### src/rtl/bram_port_arbiter.sv
`default_nettype none
// ============================================================================
// Module      : bram_port_arbiter
// Description : Two-requester round-robin arbiter and sequencer for port A of
//               a 48-bit x 1024-word dual-port block RAM. Each requester issues
//               one read or write per req/gnt handshake. The block drives the
//               RAM port A address/data/write-enable and returns read data to
//               the owning requester with a one-cycle rvalid pulse.
// Revision    : 1.0 - initial release
// ----------------------------------------------------------------------------
// Ports:
//   clk                      system clock, rising-edge
//   reset                    asynchronous active-high reset
//   req0/we0/addr0/wdata0    requester 0 request, op, address, write data
//   gnt0/rvalid0/rdata0      requester 0 grant pulse, read-valid pulse, data
//   req1/we1/addr1/wdata1    requester 1 request, op, address, write data
//   gnt1/rvalid1/rdata1      requester 1 grant pulse, read-valid pulse, data
//   addr_a/data_a/we_a       RAM port A address, write data, write enable
//   q_a                      RAM port A read data (one cycle after address)
//   busy                     high whenever a transaction is in flight
// ============================================================================
module bram_port_arbiter #(
  parameter int DATA_W = 48,
  parameter int ADDR_W = 10
) (
  input  logic              clk,
  input  logic              reset,
  // requester 0
  input  logic              req0,
  input  logic              we0,
  input  logic [ADDR_W-1:0] addr0,
  input  logic [DATA_W-1:0] wdata0,
  output logic              gnt0,
  output logic              rvalid0,
  output logic [DATA_W-1:0] rdata0,
  // requester 1
  input  logic              req1,
  input  logic              we1,
  input  logic [ADDR_W-1:0] addr1,
  input  logic [DATA_W-1:0] wdata1,
  output logic              gnt1,
  output logic              rvalid1,
  output logic [DATA_W-1:0] rdata1,
  // RAM port A
  output logic [ADDR_W-1:0] addr_a,
  output logic [DATA_W-1:0] data_a,
  output logic              we_a,
  input  logic [DATA_W-1:0] q_a,
  // status
  output logic              busy
);

  typedef enum logic [1:0] {
    S_IDLE    = 2'd0,
    S_ACCESS  = 2'd1,
    S_CAPTURE = 2'd2
  } state_t;

  state_t              state_q;
  logic                last_grant_q;  // requester granted most recently
  logic                owner_q;       // requester owning the in-flight access
  logic                op_we_q;       // in-flight access is a write

  logic                gnt0_q;
  logic                gnt1_q;
  logic                rvalid0_q;
  logic                rvalid1_q;
  logic [DATA_W-1:0]   rdata0_q;
  logic [DATA_W-1:0]   rdata1_q;
  logic [ADDR_W-1:0]   addr_a_q;
  logic [DATA_W-1:0]   data_a_q;
  logic                we_a_q;
  logic                busy_q;

  // Arbitration result, only consumed while idle.
  logic                arb_valid_d;
  logic                arb_winner_d;
  logic                sel_we_d;
  logic [ADDR_W-1:0]   sel_addr_d;
  logic [DATA_W-1:0]   sel_wdata_d;

  // Round-robin: a lone requester always wins; on a tie the requester that
  // was not granted last time wins, so held requests strictly alternate.
  always_comb begin
    arb_valid_d  = req0 | req1;
    arb_winner_d = 1'b0;
    if (req0 && req1) begin
      arb_winner_d = ~last_grant_q;
    end else if (req1) begin
      arb_winner_d = 1'b1;
    end
  end

  always_comb begin
    if (arb_winner_d) begin
      sel_we_d    = we1;
      sel_addr_d  = addr1;
      sel_wdata_d = wdata1;
    end else begin
      sel_we_d    = we0;
      sel_addr_d  = addr0;
      sel_wdata_d = wdata0;
    end
  end

  always_ff @(posedge clk or posedge reset) begin
    if (reset) begin
      state_q      <= S_IDLE;
      last_grant_q <= 1'b1;   // requester 0 wins the first tie
      owner_q      <= 1'b0;
      op_we_q      <= 1'b0;
      gnt0_q       <= 1'b0;
      gnt1_q       <= 1'b0;
      rvalid0_q    <= 1'b0;
      rvalid1_q    <= 1'b0;
      rdata0_q     <= '0;
      rdata1_q     <= '0;
      addr_a_q     <= '0;
      data_a_q     <= '0;
      we_a_q       <= 1'b0;
      busy_q       <= 1'b0;
    end else begin
      // Grant and read-valid are single-cycle pulses.
      gnt0_q    <= 1'b0;
      gnt1_q    <= 1'b0;
      rvalid0_q <= 1'b0;
      rvalid1_q <= 1'b0;

      case (state_q)
        S_IDLE: begin
          if (arb_valid_d) begin
            addr_a_q     <= sel_addr_d;
            data_a_q     <= sel_wdata_d;
            we_a_q       <= sel_we_d;
            gnt0_q       <= ~arb_winner_d;
            gnt1_q       <= arb_winner_d;
            last_grant_q <= arb_winner_d;
            owner_q      <= arb_winner_d;
            op_we_q      <= sel_we_d;
            busy_q       <= 1'b1;
            state_q      <= S_ACCESS;
          end else begin
            // Address and data deliberately hold; only the strobe drops.
            we_a_q <= 1'b0;
          end
        end

        S_ACCESS: begin
          // The RAM samples port A at this edge; the write strobe is one
          // cycle wide.
          we_a_q <= 1'b0;
          if (op_we_q) begin
            busy_q  <= 1'b0;
            state_q <= S_IDLE;
          end else begin
            state_q <= S_CAPTURE;
          end
        end

        S_CAPTURE: begin
          // q_a now reflects the address sampled at the previous edge.
          if (owner_q) begin
            rdata1_q  <= q_a;
            rvalid1_q <= 1'b1;
          end else begin
            rdata0_q  <= q_a;
            rvalid0_q <= 1'b1;
          end
          busy_q  <= 1'b0;
          state_q <= S_IDLE;
        end

        default: begin
          we_a_q  <= 1'b0;
          busy_q  <= 1'b0;
          state_q <= S_IDLE;
        end
      endcase
    end
  end

  assign gnt0    = gnt0_q;
  assign gnt1    = gnt1_q;
  assign rvalid0 = rvalid0_q;
  assign rvalid1 = rvalid1_q;
  assign rdata0  = rdata0_q;
  assign rdata1  = rdata1_q;
  assign addr_a  = addr_a_q;
  assign data_a  = data_a_q;
  assign we_a    = we_a_q;
  assign busy    = busy_q;

endmodule
`default_nettype wire

### config.mk
export PLATFORM = sky130hd
export DESIGN_NAME = bram_port_arbiter
export DESIGN_NICKNAME = d
export VERILOG_FILES = /design/src/rtl/bram_port_arbiter.sv
export SDC_FILE = /design/constraint.sdc
export NUM_CORES = 1
export LEC_CHECK = 0
export CORE_UTILIZATION = 30
export CTS_BUF_LIST = sky130_fd_sc_hd__clkbuf_8
export DETAILED_ROUTE_END_ITERATION = 12
export GPL_TIMING_DRIVEN = 0
export PLACE_DENSITY_LB_ADDON = 0.05
export SETUP_SLACK_MARGIN = 0.4
export SLEW_MARGIN = 20
export SYNTH_ARGS = -nofsm -noshare
export SYNTH_HDL_FRONTEND = slang
export SYNTH_SLANG_ARGS = --single-unit
export TNS_END_PERCENT = 10
### constraint.sdc
create_clock -name clk -period 8.28 [get_ports clk]
set_clock_uncertainty 0.1 [all_clocks]
set_input_delay 1.242 -clock clk [delete_from_list [all_inputs] [get_ports clk]]
set_output_delay 1.242 -clock clk [all_outputs]
set_load 0.02 [all_outputs]
* Word-level counts from Yosys, hierarchy flattened
Cells that the tools add are included.
** Word-level totals
- Flip-flop bits (word level) :: 165
- Input bits :: 170
- Output and inout port bits :: 160
- Logic and storage cells :: 49
** Operators by class
- Equality and inequality tests :: 4
- Multiplexer cells :: 21
- Bitwise logic cells :: 4
- Reductions and logical operators :: 6
** Operators with widths (number)
- $mux W48 :: 1
- $mux W1 :: 14
- $mux W10 :: 1
- $reduce_and A2 Y1 :: 4
- $mux W2 :: 2
- $ne A2 B2 Y1 const B :: 2
- $pmux W1 S2 :: 2
- $pmux W2 S2 :: 1
- $not A1 Y1 :: 3
- $eq A2 B1 Y1 const B :: 1
- $eq A2 B2 Y1 const B :: 1
- $logic_not A2 Y1 :: 1
- $logic_and A1 B1 Y1 :: 1
- $or A1 B1 Y1 :: 1

* Longest topological paths before layout
Gate-level depths: netlist (run 1).
- Depth in word-level cells :: 5
- Gate-level depth with buffers :: 5
- Mapped depth without buffers :: 3

* Least setup slack after synthesis (run 1)
OpenSTA, ideal clock, no wires.
- Path kind :: input to register
- Start point :: input port req1
- End point :: register addr_a_q[0], in the netlist addr_a[0]
- Library setup time :: 0.126 ns
- Arrival :: 2.102 ns
- Data required time :: 8.054 ns
- Setup slack :: 5.952 ns
- Stages :: 4
- Buffers on the path :: 1
- Cell sequence :: nor2_1 > nor3_4 > buf_6 > a221o_1
** Between the ends
- Word-level cells in the longest chain between the ends :: 3
- Elaborated cells between the ends (all ways) :: 6
- Those cells by class :: 3 x mux; 1 x bitwise; 2 x reduce/logical
** Ends and longest elaborated chain
- from (decl) :: line 37 : input logic req1,
- $mux W1 or $logic_and A1 B1 Y1 (tied branches) :: line 89, 87
- $mux W1 :: line 87 : if (req0 && req1) begin
- $mux W10 :: line 95 : if (arb_winner_d) begin
- to (signal assigned) :: line 132 : addr_a_q <= sel_addr_d;
- to (decl) :: line 70 : logic [ADDR_W-1:0] addr_a_q;
Parallel ways exist; a longest one is shown, timed or not.
A chain may end at the register's enable or synchronous reset.

* Worst setup path after layout (run 1)
- Start point :: register data_a_q[17], in the netlist data_a[17]
- End point :: output port data_a[17]
** RTL lines
- from (decl) :: line 71 : logic [DATA_W-1:0] data_a_q;
- from (signal assigned) :: line 133 : data_a_q <= sel_wdata_d;
- to (decl) :: line 46 : output logic [DATA_W-1:0] data_a,
No word-level cell between the ends.

==> results of run 1 <==
==> cell type report <==
cell class | count | area share
Inverter | 4 | 0.002094
Sequential cell | 165 | 0.3841
Timing Repair Buffer | 330 | 0.3088
Multi-Input combinational cell | 275 | 0.2163
Clock buffer | 18 | 0.02304
Tap cell | 280 | 0.03258
Clock inverter | 14 | 0.01617
Buffer | 34 | 0.01699
==> power by group <==
| group | switching [mW] | internal (mW) | leakage [nW] | total [mW] |
|---|---|---|---|---|
| registers | 0.211 | 1.22 | 1.98 | 1.43 |
| clock network | 0.303 | 0.310 | 0.213 | 0.613 |
| logic | 1.09 | 1.12 | 2.32 | 2.21 |
| total | 1.61 | 2.64 | 4.51 | 4.25 |
==> Yosys cell counts, drive strengths merged, types with 2 or more instances <==
master  count  area (um^2)
dfrtp     164         4104
mux2       96         1081
o21ai      88        444.2
mux2i      43        430.4
buf        19        126.4
a221o      16        160.2
and3       16        100.1
clkbuf     15        56.30
inv         4        15.01
a21o        2        15.01
nand2       2        7.510
nor2        2        10.01
nor2b       2        15.02
nor3        2        21.27
==> sequential cells by signal, summed over array words and instances (netlist names) <==
signal        flops
last_grant_q      1
rdata1           48
busy              1
gnt0              1
gnt1              1
we_a              1
rvalid1           1
data_a           48
state_q           2
addr_a           10
rvalid0           1
owner_q           1
rdata0           48
op_we_q           1
==> metal layers <==
metal  global-route usage  vias to the layer above  share of wire
li1                     -                     2426              -
met5                    0                        -              0
met3              0.06928                       21          0.091
met4              0.05500                        0          0.017
met2               0.2897                      223           0.49
met1               0.2087                     2534           0.40
==> logic make-up (layout without fill, tap and decap cells) <==
kind of cell    after synthesis  in the layout  share of synthesized area
flops                       165            165                     0.6207
simple gates                 28             28                    0.02727
mux                         139            139                     0.2272
compound gates              108            108                    0.09515
buf+inv                      38            400                    0.02971
==> path summary, 6_finish.rpt <==
path / from / depth (start not counted) / slack (ns) / end
hold reg to reg: rdata0[3] / 1 / 0.40 / rdata0[3]
max in group asynchronous: reset / 3 / 6.04 / last_grant_q
min in group asynchronous: reset / 2 / 1.14 / rdata1[42]
setup reg to reg: state_q[0] / 4 / 6.35 / data_a[41]
hold / removal: rdata0[3] / 1 / 0.40 / rdata0[3]
setup / recovery: data_a[17] / 1 / 5.44 / data_a[17]
==> summary.md, run 1 <==
| Metric | Value |
|---|---|
| IO Port Bufs | `329` |
| Post-synth EDFFs | `0` |
| # diodes | `0` |
| Main flop type after synthesis | `dfrtp_1` |
| CP cell instances | `clkdlybuf4s50_1` |
| Largest net degree at the start of global routing | `98` |
| Maximum clock frequency | `0.3526 GHz` |
| Worst setup EP type | `output pin` |
| Post-synthesis async set-or-reset flop share | `1.000` |
| Startpoint types | `flop` |
| LEAKAGE | `4.514 nW` |
| Area growth syn-to-layout | `61.62%` |
| CP peak stage delay | `0.64 ns` |
| Vias per cell | `4.646` |
| Crit path max-delay cell type | `clkdlybuf4s50_1` |
| Post-placement cell count | `1,088` |
| DIE HEIGHT | `150.9 um` |
| CTS tree | `done` |
| All-Layer GR Usage | `0.1754` |
| # rows | `54` |
| Cts hold-fix bufs | `0` |
| Routed vias | `5,204` |
| Max Root-Sink Buffers | `2` |
| Fill cells | `1,926` |
| Cell area after layout | `0.01075 mm^2` |
| GR Overflow Total | `0` |
| First drt pass iteration count | `5` |
| Routed WL | `19,520 um` |
| Final WS setup | `5.444 ns` |
| Total Power | `4.247 mW` |
| Register area | `0.004130 mm^2` |
| Later-pin clock latency in the skew report | `0.44 ns` |
| Worst Path Buf+Inv | `1` |
| Vias in the first global route | `5,326` |
| Clk sinks | `165` |
| DP HPWL | `15,090 um` |
| WL per Instance | `17.43 um` |
| Final hold vios | `0` |
| Worst path required time | `6.94 ns` |
| Final Util | `0.4943` |
| Commonest non-fill, non-tap cell in the layout | `clkdlybuf4s50_1` |
| Yosys reg bits | `165` |
| Core area | `0.02176 mm^2` |
| CTS buffer count | `17` |
| Tcrit/Tclk final | `0.3425` |
| Syn. warnings | `0` |
| Multi-input logic area | `0.002326 mm^2` |
| # setup viols final | `0` |
| Final worst path period need | `2.836 ns` |
| Post-layout net count | `997` |
| Die area | `0.02278 mm^2` |
| Maximum fanout along the worst path | `2` |
| Max_slew headroom | `0.5433` |
| RSZ-0062 raised after global routing | `no` |
| Max_cap viols | `0` |
| Post-Layout Cell Count | `1,120` |
| DRC Markers | `0` |
| Initial Utilization | `0.3058` |
| Synth Cell Area | `0.006654 mm^2` |
| Hold Path Class | `flop to flop` |
| Peak supply drop | `0.1307 mV` |
| Worst-path clk slew | `0.09 ns` |
| Initial antenna violation count | `0` |
| Setup Crit Path Kind | `flop to output pin` |
| Initial DRC count | `175` |
| Layout cell share with drive strength beyond 1 | `0.1607` |
| Post-Syn Nets | `648` |
| Pre-CTS WS | `5.065 ns` |
| Root buf cell | `clkbuf_8` |
| Remaining antenna violation count after routing | `0` |
| Cells after Synth | `478` |
| Crit-path leading delay family | `buffers and inverters` |
| Sequential share of the synthesized area | `0.6207` |
| First-pass GRT wire length | `29,770 um` |
| Setup Buffers After CTS | `0` |
| GPL Wtd Cong | `0.7938` |
| Commonest cells after routing, fill and taps aside | `clkdlybuf4s50_1, dfrtp_1, o21ai_0` |
| Placed instance area | `0.01033 mm^2` |
| Actual slew at the worst max-slew pin | `0.6825 ns` |
| TNS Setup | `0 ns` |
| Hold Slack | `0.3968 ns` |
| Post-CTS sizing | `0` |
| Ports | `330` |
| Cell variety after synth | `29` |
| Die X | `150.9 um` |
| Max Slew Vio Count | `0` |
| Status | `complete, no violations` |
| Critical path arrival | `1.49 ns` |
| Syn Area/Cell | `13.92 um^2` |
| Pwr/cell area | `394.9 mW/mm^2` |
| H-tree Lvls | `4` |
Power figures use the tool's default switching activity.
==> run 2, diff against run 1 <==
Clock period 8.28 ns to 2.28 ns, I/O delays scaled along.
==> summary.md, run 2 (same netlist as run 1, synthesis figures left out) <==
| Metric | Value |
|---|---|
| Status | `complete, no violations` |
| Max_slew headroom | `0.5229 (-0.02045)` |
| Max Root-Sink Buffers | `2 (unchanged)` |
| CP cell instances | `clkdlybuf4s50_1` |
| Maximum clock frequency | `0.5316 GHz` |
| Later-pin clock latency in the skew report | `0.44 ns (about the same)` |
| Register area | `0.004130 mm^2 (unchanged)` |
| Setup Crit Path Kind | `flop to output pin` |
| Vias in the first global route | `5,452 (+2.4%)` |
| H-tree Lvls | `4 (unchanged)` |
| # rows | `54 (unchanged)` |
| DP HPWL | `15,680 um (+3.9%)` |
| Fill cells | `1,908 (-0.93%)` |
| Die X | `150.9 um (unchanged)` |
| Crit path max-delay cell type | `clkdlybuf4s50_1` |
| Maximum fanout along the worst path | `2 (unchanged)` |
| Remaining antenna violation count after routing | `0 (unchanged)` |
| Final worst path period need | `1.881 ns` |
| Initial Utilization | `0.3058 (unchanged)` |
| Core area | `0.02176 mm^2 (unchanged)` |
| Clk sinks | `165 (unchanged)` |
| Actual slew at the worst max-slew pin | `0.7142 ns (+0.03169 ns)` |
| Initial antenna violation count | `2 (+2)` |
| Routed vias | `5,257 (+1.0%)` |
| Pwr/cell area | `1405 mW/mm^2 (+260%)` |
| Cts hold-fix bufs | `0 (unchanged)` |
| Hold Path Class | `input port to async pin` |
| CTS tree | `done` |
| Vias per cell | `4.673 (+0.57%)` |
| First drt pass iteration count | `6 (+1)` |
| Commonest cells after routing, fill and taps aside | `clkdlybuf4s50_1, dfrtp_1, o21ai_0` |
| WL per Instance | `17.74 um (+1.8%)` |
| Startpoint types | `flop` |
| Worst-path clk slew | `0.10 ns (about the same)` |
| DRC Markers | `0 (unchanged)` |
| Initial DRC count | `169 (-3.4%)` |
| CTS buffer count | `17 (unchanged)` |
| First-pass GRT wire length | `30,420 um (+2.2%)` |
| DIE HEIGHT | `150.9 um (unchanged)` |
| Commonest non-fill, non-tap cell in the layout | `clkdlybuf4s50_1` |
| Worst setup EP type | `output pin` |
| Multi-input logic area | `0.002337 mm^2 (+0.48%)` |
| Routed WL | `19,960 um (+2.3%)` |
| CP peak stage delay | `0.62 ns (-0.02 ns)` |
| Crit-path leading delay family | `buffers and inverters` |
| Register-to-register setup slack | `0.44 ns (-5.91 ns)` |
| Root buf cell | `clkbuf_8` |
| Area growth syn-to-layout | `63.20%` |
| RSZ-0062 raised after global routing | `yes` |
| # setup viols final | `0 (unchanged)` |
| Tcrit/Tclk final | `0.8251` |
| GR Overflow Total | `0 (unchanged)` |
| Largest net degree at the start of global routing | `35 (-64%)` |
| Die area | `0.02278 mm^2 (unchanged)` |
| Layout cell share with drive strength beyond 1 | `0.1671 (+0.006347)` |
| Worst Path Buf+Inv | `1 (unchanged)` |
| Ports | `330 (unchanged)` |
| Max Slew Vio Count | `0 (unchanged)` |
| Post-layout net count | `1,002 (+0.50%)` |
| LEAKAGE | `4.723 nW (+4.6%)` |
| Critical path arrival | `1.44 ns (-0.05 ns)` |
| Final WS setup | `0.3988 ns (-5.045 ns)` |
| Max_cap viols | `0 (unchanged)` |
| Total Power | `15.26 mW (+260%)` |
| IO Port Bufs | `329 (unchanged)` |
| Peak supply drop | `0.4442 mV (+240%)` |
| Final hold vios | `0 (unchanged)` |
| Pre-CTS WS | `-0.02435 ns (-5.090 ns)` |
| Worst path required time | `1.84 ns (-5.10 ns)` |
| GPL Wtd Cong | `0.7740 (-2.5%)` |
| All-Layer GR Usage | `0.1781 (+0.002735)` |
-- run 2: changes by cell type in the layout (fill, tap and decap cells not counted), moves of 2 or more --
| cell | previous run | this run |
|---|---|---|
| buf_12 | 0 | 3 |
| buf_4 | 5 | 7 |
| clkdlybuf4s50_1 | 329 | 307 |
| clkinvlp_4 | 2 | 4 |
| dlygate4sd2_1 | 0 | 6 |
| dlymetal6s2s_1 | 0 | 16 |
-- run 2: stage by stage --
| stage | utilization | cell area, um^2 | TNS (ns) | hold WS, ns | std cells |
|---|---|---|---|---|---|
| finish | 0.4991 | 10860 | 0 | 0.2573 | 1125 |
| floorplan | - | 6658 | -42.63 | 0.3236 | 478 |
| CTS | 0.4968 | 10810 | 0 | 0.2438 | 1123 |
| detailed placement | 0.4788 | 10420 | -0.1376 | 0.3752 | 1092 |
| global placement | 0.4735 | 10300 | -263.06 | 0.3663 | 1087 |
| global route | 0.4990 | 10860 | 0 | 0.2784 | 1124 |
-- run 2: final timing paths --
| kind | startpoint | to | cells past startpoint |
|---|---|---|---|
| hold reg to reg | rdata0[1] | rdata0[1] | 1 |
| min in group clk | rdata0[1] | rdata0[1] | 1 |
| max in group asynchronous | reset | data_a[36] | 5 |
| setup reg to reg | state_q[1] | rdata0[8] | 5 |
| hold / removal | reset | data_a[45] | 2 |
| setup / recovery | data_a[24] | data_a[24] | 1 |
-- run 2: cell type report --
class	instances	share of cell area
Timing Repair Buffer	335	0.3175
Inverter	4	0.001728
Tap cell	280	0.03226
Clock buffer	17	0.02155
Antenna cell	1	0.0002304
Clock inverter	14	0.01394
Sequential cell	165	0.3803
Multi-Input combinational cell	275	0.2152
Buffer	34	0.01717
-- run 2: report_power, final --
part / leakage [nW] / internal (mW) / switching [mW]
registers: 1.98 / 4.41 / 0.774
logic: 2.55 / 4.03 / 3.95
clock network: 0.192 / 0.980 / 1.12
-- run 2: worst reg2reg max path, stage by stage, from the launching register on --
cell and delay (ns):
dfrtp_1 0.45, nor2b_4 0.22, and2b_2 0.23, buf_4 0.22, buf_6 0.18, mux2_1 0.33
-- run 2: repair_timing --
action                                  CTS  global route
pin swaps                                 0             1
endpoints found under the setup margin  193           176
resized for setup                        10            19
setup buffers                             0             1
-- run 2: metal layers --
metal,global-route usage,vias to the layer above,wire (um)
met2,0.3055,227,10100
met1,0.2005,2558,7617
met3,0.06476,29,1733
met4,0.07000,2,493
met5,0,-,14
li1,-,2441,-
==> run 3, diff against run 2 <==
Clock period 2.28 ns to 1.85 ns, I/O delays scaled along.
==> summary.md, run 3 (same netlist as run 1, synthesis figures left out) <==
| Metric | Value |
|---|---|
| Status | `complete, no violations` |
| Root buf cell | `clkbuf_8` |
| First-pass GRT wire length | `31,420 um (+3.3%)` |
| Remaining antenna violation count after routing | `0 (unchanged)` |
| Max Root-Sink Buffers | `2 (unchanged)` |
| Crit path launch | `state_q[0]` |
| Die X | `150.9 um (unchanged)` |
| Hold Path Class | `input port to async pin` |
| Routed WL | `20,760 um (+4.0%)` |
| Commonest non-fill, non-tap cell in the layout | `clkdlybuf4s50_1` |
| Ports | `330 (unchanged)` |
| Routed vias | `5,358 (+1.9%)` |
| DRC Markers | `0 (unchanged)` |
| All-Layer GR Usage | `0.1841 (+0.005951)` |
| Initial Utilization | `0.3058 (unchanged)` |
| Register-to-register setup slack | `0.22 ns (-0.22 ns)` |
| DIE HEIGHT | `150.9 um (unchanged)` |
| H-tree Lvls | `4 (unchanged)` |
| Cts hold-fix bufs | `0 (unchanged)` |
| Peak supply drop | `0.5278 mV (+19%)` |
| IO Port Bufs | `329 (unchanged)` |
| Crit-path leading delay family | `flip-flops` |
| DP HPWL | `15,680 um (unchanged)` |
| Commonest cells after routing, fill and taps aside | `clkdlybuf4s50_1, dfrtp_1, dlygate4sd2_1` |
| Die area | `0.02278 mm^2 (unchanged)` |
| Later-pin clock latency in the skew report | `0.44 ns (about the same)` |
| Hold Slack | `0.1942 ns (-0.06305 ns)` |
| Vias per cell | `4.663 (-0.21%)` |
| Tcrit/Tclk final | `0.8833` |
| CTS buffer count | `17 (unchanged)` |
| Setup Crit Path Kind | `flop to flop` |
| Final hold vios | `0 (unchanged)` |
| Fill cells | `1,934 (+1.4%)` |
| Final worst path period need | `1.634 ns` |
| Max_slew headroom | `0.5207 (-0.002156)` |
| R2R cell count | `5 (unchanged)` |
| Max Slew Vio Count | `0 (unchanged)` |
| Layout cell share with drive strength beyond 1 | `0.2358 (+0.06878)` |
| Worst-path clk slew | `0.10 ns (about the same)` |
| Initial DRC count | `136 (-20%)` |
| Actual slew at the worst max-slew pin | `0.7174 ns (+0.003227 ns)` |
| RR Endpoint | `rdata0[8]` |
| Maximum fanout along the worst path | `5 (+3)` |
| LEAKAGE | `5.086 nW (+7.7%)` |
| Initial antenna violation count | `4 (+2)` |
| Clk sinks | `165 (unchanged)` |
| Largest net degree at the start of global routing | `35 (unchanged)` |
| Pwr/cell area | `1675 mW/mm^2 (+19%)` |
| RR Startpoint | `state_q[0]` |
| Crit path max-delay cell type | `dfrtp_2` |
| # setup viols final | `0 (unchanged)` |
| Core area | `0.02176 mm^2 (unchanged)` |
| Max_cap viols | `0 (unchanged)` |
| Worst Path Buf+Inv | `2 (+1)` |
| CP Capture Point | `rdata0[8]` |
| RSZ-0062 raised after global routing | `yes` |
| Post-layout net count | `1,023 (+2.1%)` |
| Vias in the first global route | `5,574 (+2.2%)` |
| CTS tree | `done` |
| # rows | `54 (unchanged)` |
| WL per Instance | `18.07 um (+1.8%)` |
| CP cell instances | `nor2b_4, and2b_4, buf_8, buf_8, mux2_4` |
| Worst path required time | `2.07 ns (+0.23 ns)` |
| Worst path most repeated cell | `buf_8` |
| Critical path arrival | `1.85 ns (+0.41 ns)` |
| GR Overflow Total | `0 (unchanged)` |
| Total Power | `18.72 mW (+23%)` |
| Maximum clock frequency | `0.6120 GHz` |
| Pre-CTS WS | `-0.3898 ns (-0.3655 ns)` |
| Area growth syn-to-layout | `68.00%` |
| Startpoint types | `flop` |
| Worst setup EP type | `flop` |
| First drt pass iteration count | `6 (unchanged)` |
| Final WS setup | `0.2159 ns (-0.1829 ns)` |
| GPL Wtd Cong | `0.7740 (unchanged)` |
| CP peak stage delay | `0.45 ns (-0.17 ns)` |
| Worst path depth | `5 (+4)` |
run 3: cell count changes in the layout (fill, tap and decap cells not counted), moves of 13 or more:
cell | previous run | this run
clkdlybuf4s50_1 | 307 | 167
o21ai_0 | 84 | 58
dlygate4sd2_1 | 6 | 159
mux2_4 | 0 | 13
o21ai_1 | 3 | 17
dlymetal6s2s_1 | 16 | 1
run 3: how the worst min path moves through the flow:
stage | start | endpoint | slack [ns] | cells past startpoint
6_report | reset | rdata1[36] | 0.19 | 2
5_1_grt | reset | rdata1[36] | 0.22 | 2
4_1_cts | reset | rdata0[36] | 0.18 | 2
3_5_place_dp | op_we_q | state_q[1] | 0.38 | 1
3_3_place_gp | rdata0[5] | rdata0[5] | 0.37 | 1
2_1_floorplan | q_a[0] | rdata1[0] | 0.31 | 1
run 3: what timing repair did:
item                                    in CTS  in global routing
pin swaps                                    3                  3
cloned                                       4                  1
setup buffers                               14                  3
gates resized for setup                    228                101
endpoints found under the setup margin     357                352
hold endpoints to repair                     0                  0
run 3: layer usage:
metal / vias up / global-route usage / share of wire
li1: 2499 / - / -
met1: 2599 / 0.2027 / 0.38
met2: 225 / 0.3211 / 0.51
met3: 33 / 0.06657 / 0.080
met4: 2 / 0.07300 / 0.025
met5: - / 0 / 0.00058
run 3: final cells by class:
cell class | count | area, um^2 | share of cell area
antenna | 4 | 10.01 | 0.0008955
buffer | 34 | 359.1 | 0.03212
sequential | 165 | 4133 | 0.3697
clock buffer | 17 | 234.0 | 0.02093
clock inverter | 14 | 151.4 | 0.01354
tap | 280 | 350.3 | 0.03134
multi-input combinational | 276 | 2479 | 0.2217
timing repair buffer | 355 | 3443 | 0.3080
inverter | 4 | 18.77 | 0.001679
run 3: power breakdown:
part / switching [mW] / internal [mW] / total (mW)
logic: 5.14 / 4.60 / 9.75
clock network: 1.39 / 1.21 / 2.59
registers: 0.937 / 5.44 / 6.38
run 3: per-stage QoR:
step,cell area [um^2],cells,utilization,setup TNS [ns]
floorplan,6658,478,-,-102.69
global placement,10300,1087,0.4735,-341.20
detailed placement,10420,1092,0.4788,-24.73
CTS,10950,1141,0.5032,0
global route,11170,1147,0.5136,0
finish,11180,1149,0.5138,0
